**config.mk**
```make
export PLATFORM = sky130hd
export DESIGN_NAME = hazard_ctrl
export DESIGN_NICKNAME = d
export VERILOG_FILES = /design/src/rtl/hazard_ctrl.sv
export SDC_FILE = /design/constraint.sdc
export NUM_CORES = 1
export LEC_CHECK = 0
export CAP_MARGIN = 20
export CORE_MARGIN = 1
export CORE_UTILIZATION = 42
export CTS_CLUSTER_SIZE = 12
export DETAILED_ROUTE_END_ITERATION = 10
export HOLD_SLACK_MARGIN = 0.06
export PLACE_DENSITY = 0.87
export SLEW_MARGIN = 20
export SYNTH_ARGS = -nofsm -noshare
export SYNTH_HDL_FRONTEND = slang
export SYNTH_SLANG_ARGS = --single-unit
```
**constraint.sdc**
```tcl
create_clock -name clk -period 2.7 [get_ports clk]
set_input_delay 0.27 -clock clk [delete_from_list [all_inputs] [get_ports clk]]
set_output_delay 0.27 -clock clk [all_outputs]
set_load 0.05 [all_outputs]
```
**src/rtl/hazard_ctrl.sv**
```systemverilog
// hazard_ctrl: hazard unit for the 5-stage MIPS pipeline.
// Produces stage stalls/flushes, EX and ID forwarding selects, and runs a
// memory-wait FSM that times out into a sticky error state.
// Optional build macro HAZARD_PERF_CNT_EN adds saturating stall counters.
module hazard_ctrl #(
   parameter int unsigned MEM_TIMEOUT = 16,
   parameter int unsigned CNT_W       = 5
) (
   input  logic       clk,
   input  logic       clr,
   input  logic [4:0] RsD,
   input  logic [4:0] RtD,
   input  logic       BranchD,
   input  logic       PCSrcD,
   input  logic [4:0] RsE,
   input  logic [4:0] RtE,
   input  logic [4:0] WriteRegE,
   input  logic       RegWriteE,
   input  logic       MemtoRegE,
   input  logic [4:0] WriteRegM,
   input  logic       RegWriteM,
   input  logic       MemtoRegM,
   input  logic       MemReqM,
   input  logic       MemReadyM,
   input  logic [4:0] WriteRegW,
   input  logic       RegWriteW,
   output logic       StallF,
   output logic       StallD,
   output logic       StallE,
   output logic       StallM,
   output logic       FlushD,
   output logic       FlushE,
   output logic [1:0] ForwardAE,
   output logic [1:0] ForwardBE,
   output logic       ForwardAD,
   output logic       ForwardBD,
   output logic       MemErr
`ifdef HAZARD_PERF_CNT_EN
   ,
   output logic [31:0] LwStallCnt,
   output logic [31:0] BrStallCnt,
   output logic [31:0] MemStallCnt
`endif
);

   localparam logic [1:0] S_RUN      = 2'd0;
   localparam logic [1:0] S_WAIT_MEM = 2'd1;
   localparam logic [1:0] S_ERR      = 2'd2;

   localparam logic [CNT_W-1:0] WAIT_LAST = CNT_W'(MEM_TIMEOUT - 1);

   logic [1:0]       state;
   logic [CNT_W-1:0] wait_cnt;
   logic             mem_err;
   logic             lwstall;
   logic             brstall;
   logic             memstall;

   // Register $0 is hardwired to zero, so it never participates in a match.
   function automatic logic [1:0] ex_fwd(input logic [4:0] src,
                                         input logic       wr_m,
                                         input logic [4:0] dst_m,
                                         input logic       wr_w,
                                         input logic [4:0] dst_w);
      if (src == '0)
         return 2'b00;
      else if (wr_m && dst_m == src)
         return 2'b10;
      else if (wr_w && dst_w == src)
         return 2'b01;
      else
         return 2'b00;
   endfunction

   function automatic logic hits_id(input logic [4:0] dst,
                                    input logic [4:0] rs,
                                    input logic [4:0] rt);
      return (dst != '0) && (dst == rs || dst == rt);
   endfunction

   // Hazard detection: load-use, branch operand not yet ready, memory wait.
   always_comb begin
      lwstall  = MemtoRegE && hits_id(WriteRegE, RsD, RtD);
      brstall  = BranchD && ((RegWriteE && hits_id(WriteRegE, RsD, RtD)) ||
                             (MemtoRegM && hits_id(WriteRegM, RsD, RtD)));
      memstall = (state == S_RUN && MemReqM && !MemReadyM) ||
                 (state == S_WAIT_MEM && !MemReadyM) ||
                 (state == S_ERR);
   end

   // Output decode: reset forces flushes, memory stall freezes everything.
   always_comb begin
      StallF    = 1'b0;
      StallD    = 1'b0;
      StallE    = 1'b0;
      StallM    = 1'b0;
      FlushD    = 1'b0;
      FlushE    = 1'b0;
      ForwardAE = 2'b00;
      ForwardBE = 2'b00;
      ForwardAD = 1'b0;
      ForwardBD = 1'b0;
      if (clr) begin
         FlushD = 1'b1;
         FlushE = 1'b1;
      end else begin
         ForwardAE = ex_fwd(RsE, RegWriteM, WriteRegM, RegWriteW, WriteRegW);
         ForwardBE = ex_fwd(RtE, RegWriteM, WriteRegM, RegWriteW, WriteRegW);
         ForwardAD = (RsD != '0) && RegWriteM && (WriteRegM == RsD);
         ForwardBD = (RtD != '0) && RegWriteM && (WriteRegM == RtD);
         if (memstall) begin
            StallF = 1'b1;
            StallD = 1'b1;
            StallE = 1'b1;
            StallM = 1'b1;
         end else begin
            StallF = lwstall | brstall;
            StallD = lwstall | brstall;
            FlushE = lwstall | brstall;
            FlushD = PCSrcD && !(lwstall | brstall);
         end
      end
   end

   // Memory-wait FSM; counter holds the number of stalled cycles so far.
   always_ff @(posedge clk) begin
      if (clr) begin
         state    <= S_RUN;
         wait_cnt <= '0;
         mem_err  <= 1'b0;
      end else begin
         case (state)
            S_RUN: begin
               if (MemReqM && !MemReadyM) begin
                  state    <= S_WAIT_MEM;
                  wait_cnt <= CNT_W'(1);
               end
            end
            S_WAIT_MEM: begin
               if (MemReadyM) begin
                  state    <= S_RUN;
                  wait_cnt <= '0;
               end else if (wait_cnt == WAIT_LAST) begin
                  state   <= S_ERR;
                  mem_err <= 1'b1;
               end else begin
                  wait_cnt <= wait_cnt + CNT_W'(1);
               end
            end
            S_ERR: begin
               mem_err <= 1'b1;
            end
            default: begin
               state    <= S_RUN;
               wait_cnt <= '0;
            end
         endcase
      end
   end

   assign MemErr = mem_err;

`ifdef HAZARD_PERF_CNT_EN
   // Saturating counters of cycles actually lost to each stall cause.
   always_ff @(posedge clk) begin
      if (clr) begin
         LwStallCnt  <= '0;
         BrStallCnt  <= '0;
         MemStallCnt <= '0;
      end else begin
         if (lwstall && !memstall && LwStallCnt != '1)
            LwStallCnt <= LwStallCnt + 32'd1;
         if (brstall && !memstall && BrStallCnt != '1)
            BrStallCnt <= BrStallCnt + 32'd1;
         if (memstall && MemStallCnt != '1)
            MemStallCnt <= MemStallCnt + 32'd1;
      end
   end
`endif

endmodule

```
==> After elaboration in Yosys (flattened, before gate mapping) <==
Index checks and enable logic that the tools add are counted.
{ "totals": {"register_bits": 8, "latchBits": 0, "mem_bits_rw": 0, "mem_bits_ro": 0, "in_bits": 46, "output_inout_bits": 13, "word_cells": 88, "memories": 0} }
{ "classes": {"n_addsub": 1, "n_mul": 0, "div_mod_pow": 0, "magnitude_cmp": 0, "n_eq_ne": 16, "shifts": 0, "mux": 29, "bitwise": 2, "n_reduce_logical": 37} }
{ "ops": {"columns": ["cell", "n"], "rows": [
  ["$eq 5x5->1", 8],
  ["$reduce_bool 5->1", 4],
  ["$logic_and 1x1->1", 19],
  ["$mux 2", 9],
  ["$mux 5", 3],
  ["$pmux 5 s3", 1],
  ["$mux 1", 14],
  ["$logic_not 5->1", 2],
  ["$reduce_and 3->1", 3],
  ["$pmux 2 s3", 1],
  ["$add 5x1->5 const B", 1],
  ["$eq 5x4->1 const B", 1],
  ["$logic_or 1x1->1", 5],
  ["$ne 2x1->1 const B", 2],
  ["$ne 3x2->1 const B", 1],
  ["$ne 3x3->1 const B", 1],
  ["$eq 2x1->1 const B", 1],
  ["$eq 2x2->1 const B", 1],
  ["$logic_not 1->1", 2],
  ["$logic_not 2->1", 1],
  ["$ne 2x2->1 const B", 1],
  ["$pmux 1 s2", 1],
  ["$reduce_bool 2->1", 1],
  ["$not 1->1", 1],
  ["$or 1x1->1", 1]
]} }

==> Depth between registers and ports, before layout <==
Gate-level depths: netlist of run 1.
{ "logic_depth": {"word_depth": 11, "mapped_depth": 8, "ltp_nobuf": 7} }

==> Least setup slack after synthesis of run 1 <==
OpenSTA, ideal clock, no wires.
{ "synth_path": {"path_kind": "input-to-output", "startpoint": "input WriteRegM[4]", "endpoint": "output ForwardAE[0]", "arrival_time_ps": 2403, "t_required_ps": 2430, "setup_slack_ps": 27, "stages": 5, "n_path_buf": 1, "path_cell_list": "clkbuf_1 xor2_1 nor4_1 and3_1 nor4_1"} }
{ "synth_via": {"elab_chain_cells": 5} }
{ "synth_lines": {"columns": ["element", "line_no", "source"], "rows": [
  ["start: declaration", "20", "input logic [4:0] WriteRegM,"],
  ["$eq 5x5->1", "67", "else if (wr_m && dst_m == src)"],
  ["$logic_and 1x1->1", "67", null],
  ["$mux 2", "67", null],
  ["$mux 2", "65", "if (src == '0)"],
  ["$mux 2", "103", "if (clr) begin"],
  ["end: declaration", "33", "output logic [1:0] ForwardAE,"]
]} }
No other way between the ends.

==> Worst setup path in the final report of run 1 <==
{ "layout_path": {"startpoint": "input WriteRegM[3]", "endpoint": "output StallD"} }
{ "layout_via": {"elab_chain_cells": 9, "elab_cells_between_ends": 11, "cone_classes": "eq/ne (2); mux (2); bitwise (1); reduce/logical (6)"} }
{ "layout_lines": {"columns": ["element", "line_no", "source"], "rows": [
  ["$eq 5x5->1", "78", "return (dst != '0) && (dst == rs || dst == rt);"],
  ["$logic_or 1x1->1", "78", null],
  ["$logic_and 1x1->1 (*)", "78", null],
  ["$logic_and 1x1->1 (*)", "85", "(MemtoRegM && hits_id(WriteRegM, RsD, RtD)));"],
  ["$logic_or 1x1->1 (*)", "84", "brstall = BranchD && ((RegWriteE && hits_id(WriteRegE, RsD, RtD)) ||"],
  ["$logic_and 1x1->1 (*)", "84", null],
  ["$or 1x1->1 (*)", "118", "StallD = lwstall | brstall;"],
  ["$mux 1 (*)", "111", "if (memstall) begin"],
  ["$mux 1 (*)", "103", null],
  ["end: declaration", "28", "output logic StallD,"]
]} }
Mark *: on every way between the ends. The rest lies on a longest branch, timed or not.

==> results.md, run 1 <==
* Cell taking the most area after synthesis: xor2_1
* Clock Power Share at 21.1%
* DR pass1 iterations at 6
* Comb pwr share at 51.7%
* CTS clock-pin slew for the worst setup and hold paths at 0.05 ns
* Postcts setup bufs at 0
* Post-Synthesis Cell Area at 0.001055 sq mm
* Root Driver: clkbuf_4
* Ant. Diodes at 0
* Core ar. at 0.002297 sq mm
* Internal power at 0.2985 mW
* RR Endpoint: wait_cnt[0]
* Fmax at 0.4023 GHz
* Fin Setup TNS at 0 ns
* Die Ht at 52.12 microns
* Vias in the first global route at 1205
* Detailed-route wire length at 2.990 mm
* Max Cap Violations at 0
* Antenna violations before repair at 0
* Post-synth EDFFs at 0
* Leakage power at 0.6483 nW
* DP HPWL at 2.594 mm
* Final hold viol count at 0
* Max-slew violation count at 0
* Share of the synthesized area in the top cell type at 19.93%
* Total congestion overflow at 0
* Worst Skew at 0.001787 ns
* Worst Tran Pin Value at 0.5143 ns
* Crit end category: output pin
* FFs w/ async S/R, synth at 0%
* Die area at 0.002716 sq mm
* Worst R2R Start: wait_cnt[0]
* Via count at 1195
* Sw frac at 34.35%
* Crit path max fanout at 5
* Slew HR at 65.40%
* Hold Slack at 0.4471 ns
* Hold Path Stages at 2
* Cells on worst reg2reg path at 7
* Initial Util at 45.92%
* Post-route ant nets at 0
* RSZ-0062 raised after global routing: no
* Non-Filler Instances at 220
* GRT Total Usage at 23.49%
* I/O Buffers at 58
* Worst Hold Launch: MemErr
* Cts repair resizes at 0
* Routability cong. at 0.8188
* Hold EP: MemErr
* Fraction of layout cells with a size suffix above 1 at 11.46%
* Util after Layout at 76.20%
* #FFs+latches synth at 8
* I/O pin cnt at 59
* Largest net degree at the start of global routing at 14
* Outcome: completed
* Met3 routed wirelength at 169 microns
* Drt wl/cell at 13.59 microns
* Ys flop type: dfxtp_1
* First-pass GRT wire length at 4.726 mm
* Drt via density at 5.432
* Min Clock Period, post-route at 2.486 ns
* Die span in x at 52.12 microns
* Synth cell count leaders: xor2_1, xnor2_1, nor2_1, a21oi_1
* Routed metal-1 wirelength at 1.219 mm
* DP Worst Slack at 0.2192 ns
* Number of synthesis warnings at 0
* Total nets after synthesis at 186
* Final worst-path cycle share at 92.06%
* Synth unique cells at 41
* Power Dens Cells at 259.7 mW/mm^2
* Clock sinks at 8
* Worst-Skew Late Latency at 0.26 ns
* Max clock buf depth at 2
* Peak supply drop at 0.2500 mV
* Switching power at 0.1561 mW
* Top routing layer used: met4
* Depth of the CTS H-tree at 1
* P&R area growth vs syn at 65.95%
* Cts bufs inserted at 3
* DRC Markers at 0
* CTS Hold Bufs at 0
* Drt initial violations at 20
* Most numerous cell in the Yosys netlist: xor2_1
* Sequential area share after synthesis at 15.18%
* WS Path Type: primary input to output pin
* Final-report setup violation count at 0
* Placed Cells incl. Taps at 217
* Reg2Reg Setup Slack at 1.05 ns
* Syn Inst Count at 138
* Row cnt at 17
* Top post-synthesis cells by area: xor2_1, dfxtp_1, xnor2_1
* CP startpoint kind: primary input
* CTS tree: done
* Synthesized area per cell at 7.643 sq um
* Sequential Power Share at 27.2%
* Hold WC Path Type: flip-flop to flip-flop
* Post-route setup slack at 0.2145 ns
* Nets at 242
* Req. time, crit path at 2.43 ns
* Met2 wire len at 1.519 mm
* CP Data Arrival Time at 2.22 ns
==> stage by stage <==
step	total power, mW	area, sq um
after CTS	0.4586	1750
after detailed placement	0.3611	1728
final	0.4546	1750
after floorplan	0.2380	1055
after global placement	0.3535	1728
after global routing	0.4751	1750
==> worst max-delay path, stage by stage <==
cell,delay (ns)
clkdlybuf4s50_1,0.54
xor2_1,0.22
nor3_1,0.23
nand3_2,0.10
a21oi_1,0.18
a21oi_2,0.07
a21oi_1,0.41
buf_12,0.20
==> flip-flops by register name, indices dropped and copies added (netlist names) <==
register and count:
state 2, MemErr 1, wait_cnt 5
==> cell type report <==
cell class	instances	area, sq um
Clock buffer	3	22.52
Fill cell	156	546.8
Multi-Input combinational cell	116	823.3
Timing Repair Buffer	60	690.7
Tap cell	28	35.03
Sequential cell	8	160.2
Inverter	5	18.77
==> worst max-delay path by stage <==
stage | from | end
6_report | WriteRegM[3] | StallD
5_1_grt | WriteRegM[0] | StallD
4_1_cts | WriteRegM[3] | StallD
3_5_place_dp | WriteRegM[2] | StallD
3_3_place_gp | WriteRegM[3] | StallD
2_1_floorplan | WriteRegM[4] | ForwardAE[0]
==> power groups by stage <==
| stage | clock network (mW) | registers [mW] | logic (mW) |
|---|---|---|---|
| after floorplan | 0 | 0.124 | 0.114 |
| after global placement | 0 | 0.126 | 0.227 |
| after detailed placement | 0 | 0.126 | 0.235 |
| after CTS | 0.0996 | 0.124 | 0.235 |
| after global routing | 0.101 | 0.124 | 0.250 |
| final | 0.0958 | 0.124 | 0.235 |
==> metal layers <==
layer / vias to the layer above / GRT usage, %
met3: 8 / 2.047
met4: 0 / 13.96
li1: 596 / -
met1: 532 / 24.39
met2: 59 / 44.66
met5: - / 0
==> cell usage in the layout (no fill, tap or decap), drive strengths merged, types with 2 or more instances in the layout <==
master	Yosys	routed
clkdlybuf4s50	0	46
nor3	8	8
nor2	13	13
a31oi	2	2
ha	2	2
nor2b	2	2
xor2	24	24
or4	5	5
nand3	5	5
and3	2	2
xnor2	16	16
nand4	2	2
a31o	2	2
clkbuf	4	3
inv	5	5
a21oi	10	10
o21ai	2	2
dfxtp	8	8
nand2	2	2
nand3b	3	3
nor4	3	3
buf	5	14
==> kinds of logic (layout without fill, tap and decap cells) <==
kind of cell	Yosys count	in the layout	share of synthesized area, %
simple gates	51	51	28.12
xor+xnor	40	40	33.21
compound gates	23	23	14.35
buf+inv	14	68	6.761
flops	8	8	15.18
fa+ha+maj	2	2	2.372
(Power assumes the default switching activity.)
==> inputs of run 2 (changes only) <==
--- a/config.mk
+++ b/config.mk
@@ -6,11 +6,12 @@
 export NUM_CORES = 1
 export LEC_CHECK = 0
+export ABC_AREA = 1
 export CAP_MARGIN = 20
 export CORE_MARGIN = 1
-export CORE_UTILIZATION = 42
+export CORE_UTILIZATION = 44
 export CTS_CLUSTER_SIZE = 12
 export DETAILED_ROUTE_END_ITERATION = 10
 export HOLD_SLACK_MARGIN = 0.06
-export PLACE_DENSITY = 0.87
+export PLACE_DENSITY = 0.86
 export SLEW_MARGIN = 20
 export SYNTH_ARGS = -nofsm -noshare
==> constraint.sdc (replaced) <==
create_clock -name clk -period 2.7 [get_ports clk]
set_input_delay 0.54 -clock clk [delete_from_list [all_inputs] [get_ports clk]]
set_output_delay 0.54 -clock clk [all_outputs]
set_load 0.05 [all_outputs]
==> run 2 against run 1 <==
  * Register-to-register slack improved by 0.02 ns
  * Maximum frequency fell by 3.6%
  * Synthesized cell count rose by 59%
  * Total power rose by 6.3%
  * Sequential power barely moved
  * Critical path depth rose by 4
  * Synthesized area rose by 16%
  * Clock skew fell by 0.00092 ns
  * Worst hold slack improved by 0.022 ns
  * Via count rose by 27%
  * Clock-buffer cell count did not move
  * Critical path type unchanged
  * Largest power group unchanged
  * Highest routed layer unchanged
==> results.md, run 2 <==
* Sequential area share after synthesis at 13.14%
* Initial Util at 47.89%
* Crit path max fanout at 3
* Worst R2R Start: wait_cnt[0]
* Root Driver: clkbuf_4
* Cell taking the most area after synthesis: nand2_1
* Die span in x at 54.63 microns
* Hold Path Stages at 2
* # fillers at 193
* Critical Path Stages at 12
* Leading cell type in the layout, fill and taps excluded: nand2_1
* Max clock buf depth at 2
* Crit-path cells: clkdlybuf4s50_1, inv_1, nand2_1, nand2_1, nor2_1, nand3_1, nand2_1, nand2_1, nand2_1, nand2_1, o21ai_4, buf_12
* P&R area growth vs syn at 64.89%
* CP Data Arrival Time at 2.04 ns
* Detailed-route wire length at 3.417 mm
* Final hold viol count at 0
* I/O pin cnt at 59
* RSZ-0062 raised after global routing: no
* Placed Cells incl. Taps at 306
* Antenna violations before repair at 0
* FFs w/ async S/R, synth at 0%
* Fraction of layout cells with a size suffix above 1 at 14.34%
* Final-report setup violation count at 0
* Worst path most repeated cell: nand2_1
* Cts bufs inserted at 3
* Synth cell count leaders: nand2_1, inv_1, nor2_1, nand3_1, xor2_1
* CP startpoint kind: primary input
* Leakage power at 1.009 nW
* Total nets after synthesis at 268
* Synthesized area per cell at 5.539 sq um
* Syn Inst Count at 220
* Worst-Skew Late Latency at 0.26 ns
* Req. time, crit path at 2.16 ns
* Min Clock Period, post-route at 2.578 ns
* Max Cap Violations at 0
* Via count at 1514
* Worst Tran Pin Value at 0.4850 ns
* Clock sinks at 8
* DRC Markers at 0
* Non-Filler Instances at 309
* Slew HR at 67.56%
* Post-route setup slack at 0.1224 ns
* Depth of the CTS H-tree at 1
* Vias in the first global route at 1409
* CP top delay family: buffers and inverters
* Row cnt at 18
* Synth unique cells at 34
* CP peak stage delay at 0.51 ns
* Post-Synthesis Cell Area at 0.001219 sq mm
* Nets at 329
* DR pass1 iterations at 4
* CP max stage cell: clkdlybuf4s50_1
* Largest net degree at the start of global routing at 9
* Post-route ant nets at 0
* Fmax at 0.3880 GHz
* Cells on worst reg2reg path at 12
* Drt via density at 4.900
* Final worst-path cycle share at 95.47%
* Hold EP: MemErr
* Share of the synthesized area in the top cell type at 20.02%
* DP HPWL at 2.894 mm
* Reg with most FFs: wait_cnt
* WS Path Type: primary input to output pin
* Worst Skew at 0.0008702 ns
* Max-slew violation count at 0
* CTS clock-pin slew for the worst setup and hold paths at 0.05 ns
* Sequential cell area at 160.2 sq um
* Peak supply drop at 0.2644 mV
* Area of the multi-input gates at 895.9 sq um
* Ant. Diodes at 0
* Ys flop type: dfxtp_1
* Total congestion overflow at 0
* Routability cong. at 0.8324
* Core ar. at 0.002545 sq mm
* CTS tree: done
* Most numerous cell in the Yosys netlist: nand2_1
* CTS Hold Bufs at 0
* Die Ht at 54.63 microns
* Outcome: completed
* Most frequent cells in the layout: nand2_1, clkdlybuf4s50_1, inv_1
* Drt initial violations at 21
* Crit end category: output pin
* Hold Slack at 0.4689 ns
* WP buf/inv at 3
* Die area at 0.002984 sq mm
* Reg2Reg Setup Slack at 1.07 ns
* Number of synthesis warnings at 0
* First-pass GRT wire length at 5.430 mm
* Power Dens Cells at 240.6 mW/mm^2
* #FFs+latches synth at 8
* I/O Buffers at 58
* Hold WC Path Type: flip-flop to flip-flop
* Top post-synthesis cells by area: nand2_1, dfxtp_1, inv_1
* Post-synth EDFFs at 0
* DP Worst Slack at -0.02525 ns
* Worst Hold Launch: MemErr
* RR Endpoint: wait_cnt[3]
* Number of flip-flops under the largest register name at 5
* Drt wl/cell at 11.06 microns
* GRT Total Usage at 24.40%
* Postcts setup bufs at 0
-- run 2: cell count changes in the layout (fill, tap and decap cells not counted), sizes merged, moves of 10 or more --
cell	before	now
nand2	2	68
inv	5	39
nor2	13	27
xor2	24	11
clkdlybuf4s50	46	36
xnor2	16	6
-- run 2: metal layers --
layer | global-route usage (%) | up-vias | routed length (microns) | share of wire, %
li1 | - | 808 | - | -
met2 | 45.98 | 44 | 1728 | 51
met3 | 2.778 | 4 | 135 | 4.0
met5 | 0 | - | 0 | 0
met1 | 28.85 | 658 | 1519 | 44
met4 | 5.128 | 0 | 35 | 1.0
-- run 2: cell type report --
type | instances | share of cell area (%)
clock buffers | 3 | 1.121
inverters | 39 | 7.410
multi-input cells | 168 | 44.58
flip-flops and latches | 8 | 7.970
well taps | 30 | 1.868
repair buffers | 61 | 37.05
-- run 2: cell families (layout without fill, tap and decap cells) --
logic type | Yosys count | in the layout | synth area share (%)
and+or+nand+nor | 126 | 126 | 46.00
buffers and inverters | 44 | 103 | 15.09
AOI/OAI and AO/OA | 23 | 23 | 11.50
xor gates and xnor gates | 17 | 17 | 12.22
DFF | 8 | 8 | 13.14
adders and majority gates | 2 | 2 | 2.053
-- run 2: how the worst max path moves through the flow --
stage | endpoint | start | slack [ns]
2_1_floorplan | ForwardBD | WriteRegM[2] | 0.05
3_3_place_gp | StallF | WriteRegM[4] | 0.005
3_5_place_dp | StallF | WriteRegM[4] | -0.03
4_1_cts | StallF | WriteRegM[2] | 0.01
5_1_grt | StallF | RsD[1] | 0.004
6_report | StallF | RtD[3] | 0.12
-- run 2: power breakdown --
group,internal (mW),switching [mW],total [mW]
logic,0.133,0.136,0.269
registers,0.121,0.00296,0.124
clock network,0.0508,0.0402,0.0911
total,0.305,0.179,0.483
-- run 2: stage by stage --
step	utilization (%)	setup TNS [ns]	total power, mW	cell area, sq um
floorplan	-	0	0.2573	1225
global placement	76.65	0	0.3889	1951
detailed placement	76.65	-0.05038	0.3932	1951
CTS	77.48	0	0.4857	1972
global route	78.96	0	0.5166	2009
finish	78.96	0	0.4834	2009
-- run 2: worst register-to-register path, cell delays in order, from the launching register on --
cell	delay, ns
dfxtp_1	0.39
ha_1	0.19
inv_1	0.05
nor2_1	0.11
ha_1	0.17
inv_1	0.05
nor2_2	0.14
nor2_4	0.06
nand2_4	0.07
inv_4	0.05
nand2_2	0.05
xor2_1	0.14
nor2_1	0.05
-- run 2: what timing repair did --
item,CTS,global route
pin swaps,0,1
endpoints found under the setup margin,2,5
gates resized for setup,1,13
==> inputs of run 3 (changes only) <==
- HOLD_SLACK_MARGIN: 0.06 -> 0.05
==> results of run 3 <==
Same layout as run 2: the final DEF is identical, and so are final timing and power.
